**src/rtl/shared_resource_rr.sv**
```systemverilog
// NUM_CH-way round-robin arbiter with flush priority feeding a registered, backpressured
// output stage. Define SHARED_RES_STATS_EN to add saturating stall/grant counters.
module shared_resource_rr #(
    parameter int unsigned NUM_CH = 4,
    parameter int unsigned DATA_W = 32,
    parameter int unsigned STAT_W = 16
) (
    input  logic                     clk,
    input  logic                     reset,
    input  logic [NUM_CH*DATA_W-1:0] in_data,
    input  logic [NUM_CH-1:0]        in_valid,
    input  logic [NUM_CH-1:0]        in_flush,
    input  logic                     out_ready,
    output logic [NUM_CH-1:0]        grant,
    output logic [NUM_CH-1:0]        out_valid,
    output logic [NUM_CH-1:0]        out_flush,
    output logic [NUM_CH*DATA_W-1:0] out_data,
    output logic                     global_stall
`ifdef SHARED_RES_STATS_EN
    ,
    output logic [STAT_W-1:0]        stall_cycles,
    output logic [NUM_CH*STAT_W-1:0] grant_count
`endif
);
    localparam int unsigned PTR_W = $clog2(NUM_CH);

    if (NUM_CH < 2 || NUM_CH > 16 || DATA_W < 1 || STAT_W < 1) begin : g_param_check
        $error("shared_resource_rr: unsupported parameter set");
    end

    logic [PTR_W-1:0]         rr_ptr;
    logic [PTR_W-1:0]         next_ptr;
    logic [PTR_W-1:0]         sel;
    logic [PTR_W-1:0]         grant_idx;
    logic                     grant_any;
    logic                     accept;
    logic [NUM_CH-1:0]        flush_req;
    logic [NUM_CH-1:0]        pick_mask;
    logic [NUM_CH*DATA_W-1:0] lane_data;

    // Flush requests, when present, replace the normal request set for this cycle;
    // the same cyclic scan from rr_ptr serves both passes.
    always_comb begin
        accept    = ~|out_valid | out_ready;
        flush_req = in_valid & in_flush;
        pick_mask = (|flush_req) ? flush_req : in_valid;
        grant     = '0;
        grant_any = 1'b0;
        grant_idx = '0;
        sel       = '0;
        if (reset && accept) begin
            for (int unsigned k = 0; k < NUM_CH; k++) begin
                sel = PTR_W'((32'(rr_ptr) + k) % NUM_CH);
                if (!grant_any && pick_mask[sel]) begin
                    grant_any  = 1'b1;
                    grant[sel] = 1'b1;
                    grant_idx  = sel;
                end
            end
        end
        global_stall = reset & (|(in_valid & ~grant));
    end

    always_comb begin
        next_ptr = rr_ptr;
        if (grant_any) begin
            next_ptr = (grant_idx == PTR_W'(NUM_CH - 1)) ? '0 : grant_idx + 1'b1;
        end
    end

    always_comb begin
        lane_data = '0;
        for (int unsigned c = 0; c < NUM_CH; c++) begin
            if (grant[c]) begin
                lane_data[c*DATA_W +: DATA_W] = in_data[c*DATA_W +: DATA_W];
            end
        end
    end

    always_ff @(posedge clk) begin
        if (!reset) begin
            rr_ptr    <= '0;
            out_valid <= '0;
            out_flush <= '0;
            out_data  <= '0;
        end else begin
            rr_ptr <= next_ptr;
            if (accept) begin
                out_valid <= grant;
                out_flush <= grant & in_flush;
                out_data  <= lane_data;
            end
        end
    end

`ifdef SHARED_RES_STATS_EN
    always_ff @(posedge clk) begin
        if (!reset) begin
            stall_cycles <= '0;
            grant_count  <= '0;
        end else begin
            if (global_stall && stall_cycles != '1) begin
                stall_cycles <= stall_cycles + 1'b1;
            end
            for (int unsigned c = 0; c < NUM_CH; c++) begin
                if (grant[c] && grant_count[c*STAT_W +: STAT_W] != '1) begin
                    grant_count[c*STAT_W +: STAT_W] <= grant_count[c*STAT_W +: STAT_W] + 1'b1;
                end
            end
        end
    end
`endif

endmodule

```
**config.mk**
```make
export PLATFORM = sky130hd
export DESIGN_NAME = shared_resource_rr
export DESIGN_NICKNAME = d
export VERILOG_FILES = /design/src/rtl/shared_resource_rr.sv
export SDC_FILE = /design/constraint.sdc
export NUM_CORES = 1
export LEC_CHECK = 0
export CAP_MARGIN = 0
export CORE_UTILIZATION = 30
export DETAILED_ROUTE_END_ITERATION = 10
export GPL_ROUTABILITY_DRIVEN = 0
export PLACE_DENSITY = 0.62
export SYNTH_ARGS = -nofsm -noshare
export SYNTH_HDL_FRONTEND = slang
export SYNTH_SLANG_ARGS = --single-unit
```
**constraint.sdc**
```tcl
create_clock -name clk -period 5.5 [get_ports clk]
set_clock_uncertainty 0.2 [all_clocks]
set_input_delay 0.55 -clock clk [delete_from_list [all_inputs] [get_ports clk]]
set_output_delay 0.55 -clock clk [all_outputs]
set_load 0.01 [all_outputs]
```
==> results.toml, run 1 <==
[status]
status = "finished clean"

[timing]
grt_setup_unrepaired = "no"
hold_violations = 0
slew_headroom_pct = 38.4
fmax_ghz = 0.198
worst_pin_slew_ps = 923
drv_slew = 0
post-route-min-period_ps = 5060
finalCritPeriodShare_pct = 92.0
setup_viol = 0
tns_ps = 0

[logic_synthesis]
synth_area_um2 = 4960
synth_top_area_share_pct = 55.7
ys_types = 48
synth_edf_count = 0
synth-seq-cells = 138
syn_nets = 565
seq_area_frac_synth_pct = 55.7
yosys-top-cells-area = "dfxtp_1 (56%), a22o_1 (23%), buf_6 (3.4%)"
synthCells = 420
async_reset_ff_share_pct = 0
yosysTopAreaCell = "dfxtp_1"
synth_flop_cell = "dfxtp_1"
yosys_warnings = 0
avgSynthCellArea_um2 = 11.8

[power]
switching_share_pct = 32.7
power.share.clock_pct = 27.7
p_per_area_nw_per_um2 = 479
power.internal_mw = 2.71
irDropWorstVdd_mv = 0.248
comb_power_share_pct = 37.5
p_sw_mw = 1.32
p_total_mw = 4.03
power_frac_seq_pct = 34.9
p_leak_nw = 3.20

[hold_path]
min_to = "out_data[86]"
min_from = "out_data[86]"
hold_path.class = "reg2reg"
hold_path_depth = 1

[global_routing]
antenna_found_initial = 0
grt_max_degree = 86
grt_pass1_wl_um = 23700
overflow = 0
grt_use_met1_pct = 19.9
use_met2_pct = 30.9
grt_busiest_layer = "met2"
grt_use_total_pct = 18.4
grt_util_met3_pct = 8.35
grt_pass1_vias = 4516

[route]
dr.first_iter.drc_count = 188
viasPerCell = 5.00
postRouteWirelength_um = 16200
num_vias = 4582
antenna_left = 0
firstDrtPassIters = 4
drc = 0
wl_per_cell_um = 17.7

[finish]
n_fill_cell = 1401
fin_util_pct = 52.5
diodes = 0
layout_commonest_cell = "clkdlybuf4s50_1"
finalNetCount = 834
drive_gt1_share_pct = 6.85
area_growth_pct = 69.5
mostFrequentLayoutCells = "clkdlybuf4s50_1 (279), dfxtp_1 (138), a22o_1 (132)"

[run]
max_cap_violations = 0

[critical_path]
endpoint_kind = "primary output"
required_ps = 4750
r2r_setup_slack_ps = 1630
worst_ep_arrival_time_ps = 4310
reg2reg_to = "out_data[92]"
crit_slowest_cell = "dfxtp_1"
cp-startpoint = "rr_ptr[0]"
crit_path_max_incr_delay_ps = 730
crit_type = "reg2out"
worstSetupStartpointType = "flop"
path_max_fanout = 16
cp_cell_sequence = "inv_1, ha_1, mux2_2, a31oi_1, or2_1, a211oi_2, a221o_1, o22a_1, o221ai_2, clkdlybuf4s50_1"
reg2reg_depth = 10
regToRegStartpoint = "rr_ptr[0]"

[die]
die_area_um2 = 17100
io_pins = 280
start_util_pct = 31.0
core_um2 = 16000
die_h_um = 131
fp-row-count = 46
fp.dieW_um = 131

[clock_tree]
hold_buffers = 0
cts_resized = 0
htreeDepth = 4
cts.path.max_buffers = 2
clock_sinks = 138
cts_root_buf = "clkbuf_16"
clk_pin_slew_ps = 60
cts_tree = "yes"
cts_setup_buffers = 0
cts-buffers-inserted = 17
insertion_delay_ps = 410

[placed_design]
portBuffers = 279
dp_hpwl_um = 11500
-- Yosys cell counts (2+ instances only) --
library cell / instances
a21o_1: 4
a21oi_1: 8
a222oi_1: 3
a22o_1: 132
a22oi_1: 3
a31oi_1: 4
and2_1: 3
buf_2: 4
buf_6: 15
clkbuf_1: 16
dfxtp_1: 138
ha_1: 6
inv_1: 12
mux2_2: 2
mux2i_1: 4
nand2_1: 8
nand3_1: 3
nor2_1: 9
nor2b_1: 3
nor4_1: 3
o211ai_1: 2
o21ai_0: 4
o21ai_1: 4
o21ai_2: 3
o221ai_1: 2
o22a_1: 2
or2_0: 2
-- worst max-delay path by stage --
stage | end | slack [ps] | cells after the start
3_5_place_dp | grant[3] | 830 | 9
6_report | global_stall | 440 | 10
4_1_cts | global_stall | 440 | 10
2_1_floorplan | global_stall | 1770 | 13
3_3_place_gp | grant[3] | 920 | 9
5_1_grt | global_stall | 160 | 10
-- stage by stage --
step	hold slack (ps)	instances	worst slack [ps]	cell area (µm²)
after floorplan	311	420	1770	4960
after global placement	255	886	917	7830
after detailed placement	253	886	825	7830
after CTS	274	917	443	8410
after global routing	282	917	159	8410
final	270	917	440	8410
-- registers in the layout (all words and copies together) (netlist names) --
name	count
out_flush	4
out_data	128
out_valid	4
rr_ptr	2
-- power by group through the flow --
stage          logic, mW  clock network [mW]  registers (mW)
2_1_floorplan      0.700                   0            1.50
3_3_place_gp        1.49                   0            1.41
3_5_place_dp        1.51                   0            1.42
4_1_cts             1.52                1.15            1.41
5_1_grt             1.62                1.19            1.44
6_report            1.51                1.12            1.41
-- cells by family after synthesis --
logic type      count (synthesis)  synth area share, %
flops                         138                 55.7
fa+ha+maj                       6                 1.51
mux                             7                 1.72
simple gates                   38                 3.91
xor+xnor                        2                0.353
buf+inv                        47                 5.93
compound gates                182                 30.9
-- worst max-delay path, delay by kind of cell, from the launching register on --
kind                     cells  cell delay, ps
AO/OA/AOI/OAI                5            1080
adder cells (fa/ha/maj)      1             580
AND/OR/NAND/NOR              1             290
multiplexers                 1             380
buffers and inverters        2             820
flip-flops                   1             730
-- final cells by class --
class,instances,area (µm²),share of cell area (%)
flip-flops and latches,138,2760,32.9
well taps,216,270,3.21
clock inverters,13,146,1.74
inverters,12,45.0,0.536
repair buffers,285,2840,33.8
multi-input cells,235,1920,22.8
clock buffers,18,429,5.10
-- per-layer routing --
metal  wire, µm  part of all wire [%]
met5          0                     0
met2       7500                    46
met4        316                   2.0
met1       6490                    40
met3       1880                    12
Power figures use the tool's default switching activity.
==> inputs of run 2 (changes only) <==
Settings changed: REMOVE_ABC_BUFFERS from default to 1.
==> results.toml, run 2 (same netlist as run 1, synthesis figures left out) <==
[critical_path]
cp-startpoint = "rr_ptr[0]"
worstSetupStartpointType = "flop"
crit_slowest_cell = "clkdlybuf4s50_1"
required_ps = 4750
endpoint_kind = "primary output"
cp_cell_sequence = "buf_4, inv_1, ha_1, mux2_2, a31oi_1, or2_1, a211oi_2, a221o_1, o22a_1, o221ai_2, clkdlybuf4s50_1"
crit_path_max_incr_delay_ps = 590
regToRegStartpoint = "rr_ptr[0]"
reg2reg_depth = 11
crit_type = "reg2out"
worst_ep_arrival_time_ps = 3950
r2r_setup_slack_ps = 2010
reg2reg_to = "out_data[77]"
path_max_fanout = 16

[timing]
grt_setup_unrepaired = "no"
drv_slew = 0
post-route-min-period_ps = 4700
fmax_ghz = 0.213
finalCritPeriodShare_pct = 85.5
layout_setup_ws_ps = 797
setup_viol = 0
hold_ws_ps = 271
hold_violations = 0
worst_pin_slew_ps = 614
slew_headroom_pct = 59.1

[finish]
mostFrequentLayoutCells = "clkdlybuf4s50_1 (279), dfxtp_1 (138), a22o_1 (132)"
largest-register = "out_data"
layout_commonest_cell = "clkdlybuf4s50_1"
final_cells = 918
finalNetCount = 834
largestRegisters = "out_data x128, out_flush x4, out_valid x4"
largest_reg_flops = 128
area_growth_pct = 70.2
diodes = 0
drive_gt1_share_pct = 6.98
final_cell_area_um2 = 8440

[hold_path]
min_to = "out_data[95]"
hold_path.class = "reg2reg"
hold_path_depth = 1
min_from = "out_data[95]"

[route]
postRouteWirelength_um = 15100
viasPerCell = 4.89
dr.first_iter.drc_count = 230
antenna_left = 0
num_vias = 4485
wl_per_cell_um = 16.5
firstDrtPassIters = 5
drc = 0

[global_routing]
antenna_found_initial = 0
use_met2_pct = 27.5
grt_use_total_pct = 17.1
grt_pass1_vias = 4276
grt_util_met3_pct = 7.94
grt_busiest_layer = "met2"
grt_use_met1_pct = 20.0
overflow = 0
grt_pass1_wl_um = 22300
grt_max_degree = 135

[placed_design]
dp_hpwl_um = 10300
placedCellCount = 886
portBuffers = 279
place_area_um2 = 7840
preCtsSetupSlack_ps = 850

[power]
power.internal_mw = 2.79
p_sw_mw = 1.27
switching_share_pct = 31.3
p_per_area_nw_per_um2 = 481
power_frac_seq_pct = 34.1
irDropWorstVdd_mv = 0.272
p_leak_nw = 3.23
comb_power_share_pct = 37.4
power.share.clock_pct = 28.5

[clock_tree]
cts-buffers-inserted = 17
hold_buffers = 0
cts_root_buf = "clkbuf_16"
cts_setup_buffers = 0
clock_sinks = 138
cts_tree = "yes"
htreeDepth = 4
cts.path.max_buffers = 2
clk_pin_slew_ps = 50
insertion_delay_ps = 410
cts_resized = 0

[die]
fp.dieW_um = 131
die_h_um = 131
die_area_um2 = 17100
start_util_pct = 31.0
io_pins = 280
core_um2 = 16000
fp-row-count = 46

[status]
status = "finished clean"

[run]
max_cap_violations = 0
==> run 2: power groups by stage <==
stage	logic, mW	registers [mW]	clock network [mW]
finish	1.52	1.38	1.15
global route	1.63	1.41	1.23
CTS	1.54	1.38	1.19
detailed placement	1.53	1.40	0
global placement	1.50	1.39	0
floorplan	0.600	1.51	0
==> run 2: cell type report <==
class	instances	area, µm²
Clock buffer	20	457
Clock inverter	12	146
Fill cell	1442	7560
Inverter	12	45.0
Multi-Input combinational cell	235	1910
Sequential cell	138	2760
Tap cell	216	270
Timing Repair Buffer	285	2850
==> run 2: worst max-delay path, delay by kind of cell (launching register included) <==
family,cells,cell delay [ps]
AO/OA/AOI/OAI,5,1050
buffers and inverters,3,960
adder cells (fa/ha/maj),1,540
multiplexers,1,380
flip-flops,1,300
AND/OR/NAND/NOR,1,300
==> run 2: worst max-delay path by stage <==
stage | cells past startpoint | slack (ps) | end
6_report | 11 | 800 | global_stall
5_1_grt | 11 | 590 | global_stall
4_1_cts | 11 | 820 | global_stall
3_5_place_dp | 9 | 850 | grant[3]
3_3_place_gp | 9 | 920 | grant[3]
2_1_floorplan | 2 | -2730 | out_data[0]
==> run 2: routing by layer <==
layer | share of wire, % | vias up
li1 | - | 2153
met5 | 0 | -
met4 | 1.7 | 0
met2 | 48 | 201
met1 | 41 | 2116
met3 | 9.6 | 15
==> run 2: through the flow <==
stage | setup TNS [ps] | util [%] | power, mW
2_1_floorplan | -366310 | - | 2.11
3_3_place_gp | 0 | 49.0 | 2.89
6_report | 0 | 52.7 | 4.06
3_5_place_dp | 0 | 49.0 | 2.92
5_1_grt | 0 | 52.7 | 4.28
4_1_cts | 0 | 52.7 | 4.11
